<file path="config.mk">
export PLATFORM = sky130hd
export DESIGN_NAME = bcd_serial_adder
export DESIGN_NICKNAME = d
export VERILOG_FILES = /design/src/rtl/bcd_pkg.sv /design/src/rtl/bcd_digit_add.sv /design/src/rtl/bcd_serial_adder.sv
export SDC_FILE = /design/constraint.sdc
export NUM_CORES = 1
export LEC_CHECK = 0
export BUFFER_PORTS_ARGS = -buffer_cell sky130_fd_sc_hd__buf_2
export CAP_MARGIN = 30
export CORE_MARGIN = 3
export CORE_UTILIZATION = 52
export CTS_CLUSTER_SIZE = 20
export DETAILED_ROUTE_END_ITERATION = 10
export GPL_TIMING_DRIVEN = 0
export HOLD_SLACK_MARGIN = 0.06
export PLACE_DENSITY_LB_ADDON = 0.08
export SLEW_MARGIN = 15
export SYNTH_ARGS = -nofsm -noshare
export SYNTH_HDL_FRONTEND = slang
export SYNTH_HIERARCHICAL = 1
export SYNTH_SLANG_ARGS = --single-unit
export TNS_END_PERCENT = 20
</file>
<file path="constraint.sdc">
create_clock -name clk -period 3.09 [get_ports clk]
set_input_delay 0.618 -clock clk [delete_from_list [all_inputs] [get_ports clk]]
set_output_delay 0.618 -clock clk [all_outputs]
set_load 0.005 [all_outputs]
</file>
<file path="src/rtl/bcd_pkg.sv">
// Shared types and constants for the serial packed-BCD adder/subtractor.
package bcd_pkg;

    typedef logic [3:0] bcd_t;

    localparam bcd_t BCD_MAX  = 4'd9;
    localparam bcd_t BCD_CORR = 4'd6;

    typedef enum logic {
        IDLE = 1'b0,
        RUN  = 1'b1
    } state_t;

endpackage

</file>
<file path="src/rtl/bcd_digit_add.sv">
// Single-digit BCD adder with +6 decimal correction and invalid-digit flag.
module bcd_digit_add
    import bcd_pkg::*;
(
    input  logic ci,
    input  bcd_t x,
    input  bcd_t y,
    output bcd_t s,
    output logic co,
    output logic invalid
);

    logic [4:0] raw;
    logic [4:0] corrected;

    // NOTE: every output gets a default first so no path through this block can infer a latch.
    always_comb begin
        raw       = {1'b0, x} + {1'b0, y} + {4'b0000, ci};
        corrected = raw;
        co        = 1'b0;
        if (raw > {1'b0, BCD_MAX}) begin
            corrected = raw + {1'b0, BCD_CORR};
            co        = 1'b1;
        end
        s       = corrected[3:0];
        invalid = (x > BCD_MAX) || (y > BCD_MAX);
    end

endmodule

</file>
<file path="src/rtl/bcd_serial_adder.sv">
// Digit-serial packed-BCD adder; subtraction is built only when BCD_SUB_EN is defined.
module bcd_serial_adder
    import bcd_pkg::*;
#(
    parameter int DIGITS = 4
) (
    input  logic                clk,
    input  logic                rst_n,
    input  logic                start,
    input  logic                op_sub,
    input  logic [4*DIGITS-1:0] a,
    input  logic [4*DIGITS-1:0] b,
    output logic                busy,
    output logic                done,
    output logic [4*DIGITS-1:0] sum,
    output logic                cout,
    output logic                err
);

    localparam int W  = 4 * DIGITS;
    localparam int IW = (DIGITS > 1) ? $clog2(DIGITS) : 1;
    localparam logic [IW-1:0] LAST = IW'(DIGITS - 1);

    state_t        state;
    logic [W-1:0]  wa;
    logic [W-1:0]  wb;
    logic [W-1:0]  wsum;
    logic [W-1:0]  sum_next;
    logic [IW-1:0] idx;
    logic          carry;
    logic          werr;

    bcd_t x;
    bcd_t y;
    bcd_t d;
    logic co;
    logic inv;

    // Operands shift right each cycle, so the active digit is always in the low nibble.
    assign x = wa[3:0];

`ifdef BCD_SUB_EN
    logic wsub;
    assign y = wsub ? bcd_t'(BCD_MAX - wb[3:0]) : wb[3:0];
`else
    logic op_sub_unused;
    assign op_sub_unused = op_sub;
    assign y = wb[3:0];
`endif

    bcd_digit_add u_digit (
        .ci      (carry),
        .x       (x),
        .y       (y),
        .s       (d),
        .co      (co),
        .invalid (inv)
    );

    // Result digits enter at the top and migrate down to their final position.
    assign sum_next = (wsum >> 4) | (W'(d) << (W - 4));

    // NOTE: sequential state uses non-blocking assignments only, so every register sees pre-edge values.
    always_ff @(posedge clk) begin
        if (!rst_n) begin
            state <= IDLE;
            busy  <= 1'b0;
            done  <= 1'b0;
            sum   <= '0;
            cout  <= 1'b0;
            err   <= 1'b0;
            wa    <= '0;
            wb    <= '0;
            wsum  <= '0;
            idx   <= '0;
            carry <= 1'b0;
            werr  <= 1'b0;
`ifdef BCD_SUB_EN
            wsub  <= 1'b0;
`endif
        end else begin
            done <= 1'b0;
            case (state)
                IDLE: begin
                    if (start) begin
                        wa    <= a;
                        wb    <= b;
                        wsum  <= '0;
                        idx   <= '0;
                        werr  <= 1'b0;
                        busy  <= 1'b1;
                        state <= RUN;
`ifdef BCD_SUB_EN
                        wsub  <= op_sub;
                        carry <= op_sub;
`else
                        carry <= 1'b0;
`endif
                    end
                end
                RUN: begin
                    wa    <= wa >> 4;
                    wb    <= wb >> 4;
                    wsum  <= sum_next;
                    carry <= co;
                    werr  <= werr | inv;
                    idx   <= idx + 1'b1;
                    if (idx == LAST) begin
                        sum   <= sum_next;
                        cout  <= co;
                        err   <= werr | inv;
                        done  <= 1'b1;
                        busy  <= 1'b0;
                        state <= IDLE;
                    end
                end
                default: state <= IDLE;
            endcase
        end
    end

endmodule

</file>
[Yosys cells after proc, flatten, opt, wreduce, memory -nomap -nowiden]
Index checks and enable logic that the tools add are counted.
Operators by class
  equal/unequal tests: 3
  reduce and logical (&&, ||, !) cells: 4
  magnitude comparators: 3
  muxes and demuxes: 20
  bitwise logic cells: 3
  add/subtract/negate cells: 4
Operator list (count)
  16-bit one-hot mux with 2 select lines: 3
  16-bit 2-to-1 mux: 3
  12-bit by 16-bit bitwise OR with 16-bit output: 1
  4-bit greater-than comparator, second input constant: 2
  1-bit one-hot mux with 2 select lines: 4
  1-bit 2-to-1 mux: 7
  2-bit AND reduction: 3
  4-bit by 4-bit adder with 5-bit output: 1
  5-bit by 1-bit adder with 5-bit output: 1
  5-bit by 4-bit greater-than comparator with 1-bit output, second input constant: 1
  4-bit by 3-bit adder with 4-bit output, second input constant: 1
  4-bit 2-to-1 mux: 1
  2-bit one-hot mux with 2 select lines: 1
  2-bit by 1-bit adder with 2-bit output, second input constant: 1
  2-bit == test, second input constant: 1
  2-bit 2-to-1 mux: 1
  2-bit by 1-bit inequality test with 1-bit output, second input constant: 1
  2-bit inequality test, second input constant: 1
  1-bit logical OR: 1
  1-bit inverter: 1
  1-bit bitwise OR: 1
Word-level totals
  output and inout bits: 20
  logic and storage cells: 49
  flip-flop bits (word level): 73

[Depth between registers and ports, before layout]
  word-level depth: 6
  depth in mapped cells: 9
  depth with buffers taken out: 9

[Modules after synthesis]
Netlist, hierarchy kept.
Modules (own cells, without submodules)
  bcd_serial_adder: area each 2813.9 µm², times used 1, seq. area each 1381.3 µm², cells an instance 293
  bcd_digit_add: area each 225.2 µm², times used 1, seq. area each 0.0 µm², cells an instance 25

[Worst setup path after synthesis]
No wires, ideal clock.
  kind: register -> register
  start: register wb[0]
  end: register sum[14]
  required time: 3024 ps
  setup slack: 540 ps
  setup time: 66 ps
  arrival: 2485 ps
  stages on the path, launching flop included: 10
  path through: dfxtp_1 -> fa_1 -> fa_1 -> xnor2_1 -> ha_1 -> a31o_1 -> o31ai_4 -> mux2i_1 -> nand2_1 -> a21boi_2
Between the ends
  longest elaborated chain between the ends: 5
  elaborated cells on any way between the ends: 6
  classes of those cells: add/sub: 3; order compare: 1; mux: 1; bitwise: 1
RTL lines
  from (decl): line bcd_serial_adder.sv:26  | logic [W-1:0] wb;
  from (signal assigned): line bcd_serial_adder.sv:103  | wb <= wb >> 4;
  4-bit by 4-bit adder with 5-bit output (*): line bcd_digit_add.sv:18  | raw = {1'b0, x} + {1'b0, y} + {4'b0000, ci};
  5-bit by 1-bit adder with 5-bit output (*): line bcd_digit_add.sv:18
  4-bit by 3-bit adder with 4-bit output or 5-bit by 4-bit greater-than comparator with 1-bit output (tied branches): line bcd_digit_add.sv:22, bcd_digit_add.sv:21
  4-bit 2-to-1 mux (*): line bcd_digit_add.sv:21  | if (raw > {1'b0, BCD_MAX}) begin
  via d[2]: line bcd_serial_adder.sv:35  | bcd_t d;
  12-bit by 16-bit bitwise OR with 16-bit output (*): line bcd_serial_adder.sv:61  | assign sum_next = (wsum >> 4) | (W'(d) << (W - 4));
  to (signal assigned): line bcd_serial_adder.sv:109  | sum <= sum_next;
  to (decl): line bcd_serial_adder.sv:15  | output logic [4*DIGITS-1:0] sum,
Mark *: on every way through the listed nets, which the timed path passes. The rest lies on a longest branch.
A chain may end at the register's enable or synchronous reset.

[Worst setup path after layout]
Ends and elaborated chain as after synthesis.

==> flow_summary.yaml <==
route:
  num_vias: 2392
  drt-initial-drc-count: 75
  drt_pass1_iterations: 4
  wl_um: 6047
  post_drt_wl_per_cell_um: 13.20
  drc: 0
  postRouteAntennaNets: 0
  via_per_inst: 5.223
sta:
  rsz0062_at_grt: "no"
  timing.fmax_mhz: 360.2
  layout_min_cycle_time_ps: 2776
  period_share_pct: 89.85
  fin_setup_tns_ps: 0
  worstMarginPinSlew_ps: 487.9
  drv_slew: 0
  skew_ps: 8.653
  hold_viol: 0
  setup_viol: 0
  relSlewSlack_pct: 67.47
cells_and_area:
  drive_above_1_share_pct: 25.13
  n_antenna_cell: 0
  stdcell_area_um2: 3565
  fin_nets: 427
  areaGrowthSynthToFinish_pct: 17.29
worst_setup_path:
  worstReg2RegEnd: "sum[14]$_SDFFE_PN0P_"
  r2r-start: "wb[0]$_SDFFE_PN0P_"
  end_kind: "flip-flop"
  worstRegToRegCells: 9
  r2r_slack_ps: 310
  critPathArrivalTime_ps: 3050
  cp_max_fo: 4
  path_class: "reg -> reg"
  cp.required_ps: 3360
  worstSetupStartpointType: "flip-flop"
clocking:
  cts.sinks: 69
  cts_buffer_depth: 2
  clock_latency_ps: 330
  cts_resized: 0
  cts_buffers: 9
  hold_buffers: 0
  cts_root_buffer: "clkbuf_8"
  cts_tree: "yes"
  htreeDepth: 3
  cts_setup_buffers: 0
  clk_pin_slew_ps: 70
synthesis:
  synth_edf_count: 0
  ys.flop_type: "dfxtp_1"
  syn-instance-count: 318
  syn_avg_cell_area_um2: 9.557
  synth_cell_types: 34
  ys_warn_count: 6
  synth_seq_area_share_pct: 45.45
  syn_area_um2: 3039
  synth_nets: 362
  async_flop_share_pct: 0
  ys_ff_latch: 69
floorplanning:
  dieWidth_um: 82.45
  core_area_um2: 5574
  ios: 56
  die_h_um: 82.45
  std_cell_rows: 27
  design.die.area_um2: 6798
  start_util_pct: 54.52
pwr:
  leakagePower_nw: 1.506
  powerDensity_nw_per_um2: 519.7
  ir_drop_v: 0.0004329
grt:
  grt_pass1_wl_um: 10210
  grt_pass1_vias: 2207
  grt_overflow: 0
  grt_usage_pct: 19.85
  antenna_found_initial: 0
  grt_max_degree: 11
placed_design:
  place.gp.congestion: 0.7680
  hpwl_um: 4464
  port_buffers: 54
  postPlaceCellArea_um2: 3400
hold_path:
  min-delay-start: "sum[9]$_SDFFE_PN0P_"
  hp-class: "reg -> reg"
  worstHoldEndpoint: "sum[9]$_SDFFE_PN0P_"
  min_path_cells: 2
run:
  drv_cap: 0
status:
  status: "finished, final reports clean"
## cells in the mapped netlist, types with 2 or more instances
library cell	n	area, µm²
a21boi_0	9	67.56
a21boi_2	9	101.4
a21oi_1	41	205.2
and3_1	2	12.51
buf_2	6	30.03
buf_4	2	15.01
buf_6	5	56.30
clkbuf_1	9	33.78
dfxtp_1	69	1381
fa_1	2	40.04
ha_1	6	75.07
inv_1	2	7.510
mux2i_1	34	340.3
nand2_1	38	142.6
nor2_1	9	33.78
nor2b_1	17	106.4
nor3b_1	15	112.6
o21ai_0	26	130.1
xnor2_1	2	17.52
## routing by layer
metal	track usage (%)	up-vias	part of all wire [%]
li1	-	1225	-
met1	23.77	1094	44
met2	33.89	58	49
met3	3.796	15	4.5
met4	9.635	0	2.4
met5	0	-	0
## worst max-delay path, cell delays in order (launching register included)
cell and delay, ps:
dfxtp_1 330, fa_1 470, fa_1 420, xnor2_1 180
ha_1 240, a31o_1 230, o31ai_4 380, mux2i_1 280
nand2_1 90, a21boi_2 110
## state kept, by name, indices dropped and copies added, names as in the netlist, 2 cells and up
register  flops
wa           16
idx           2
wb           16
wsum         12
sum          16
## layout by cell type, fill, tap and decap left out, types with 5 or more instances in the layout
| master | count |
|---|---|
| a21boi_0 | 9 |
| a21boi_2 | 9 |
| a21oi_1 | 41 |
| buf_2 | 60 |
| buf_6 | 5 |
| clkbuf_1 | 10 |
| clkbuf_8 | 11 |
| dfxtp_1 | 69 |
| ha_1 | 6 |
| mux2i_1 | 34 |
| nand2_1 | 38 |
| nor2_1 | 9 |
| nor2b_1 | 17 |
| nor3b_1 | 15 |
| o21ai_0 | 26 |
## how the worst max path moves through the flow
stage	start	end	slack (ps)	depth (start not counted)
global placement	wb[0]$_SDFFE_PN0P_	sum[14]$_SDFFE_PN0P_	340	9
global route	wb[0]$_SDFFE_PN0P_	wsum[14]$_SDFFE_PN0P_	150	9
finish	wb[0]$_SDFFE_PN0P_	sum[14]$_SDFFE_PN0P_	310	9
CTS	wb[0]$_SDFFE_PN0P_	sum[14]$_SDFFE_PN0P_	300	9
floorplan	wb[0]$_SDFFE_PN0P_	sum[14]$_SDFFE_PN0P_	540	9
detailed placement	wb[0]$_SDFFE_PN0P_	sum[14]$_SDFFE_PN0P_	320	9
## metrics by stage
stage / setup WS (ps) / std cells / utilization (%) / hold WS, ps / total power (W)
after floorplan: 539.6 / 318 / - / 436.1 / 0.001165
after global placement: 342.5 / 444 / 60.99 / 448.9 / 0.001233
after detailed placement: 317.6 / 444 / 60.99 / 455.5 / 0.001238
after CTS: 297.3 / 458 / 63.95 / 463.6 / 0.001862
after global routing: 153.1 / 458 / 63.95 / 477.6 / 0.001939
final: 313.7 / 458 / 63.95 / 460.2 / 0.001853
## logic make-up after synthesis
family,count (synthesis),synth area share (%)
muxes,34,11.20
xor gates and xnor gates,2,0.5765
DFF,69,45.45
buffers and inverters,26,5.310
adders and majority gates,8,3.788
AOI/OAI and AO/OA,91,18.61
and+or+nand+nor,88,15.07
## layout make-up
cell class / instances / area [µm²]
fill: 509 / 2009
buffer: 23 / 150.1
clock buffer: 12 / 155.1
multi-input combinational: 223 / 1496
timing repair buffer: 54 / 270.3
tap: 72 / 90.09
clock inverter: 2 / 10.01
sequential: 69 / 1381
inverter: 3 / 11.26
## report_power, final
part	internal (W)	switching, W
clock	0.000324	0.000312
combinational	0.000119	0.000138
sequential	0.000933	0.0000270
total	0.00138	0.000476
(Power assumes the default switching activity.)
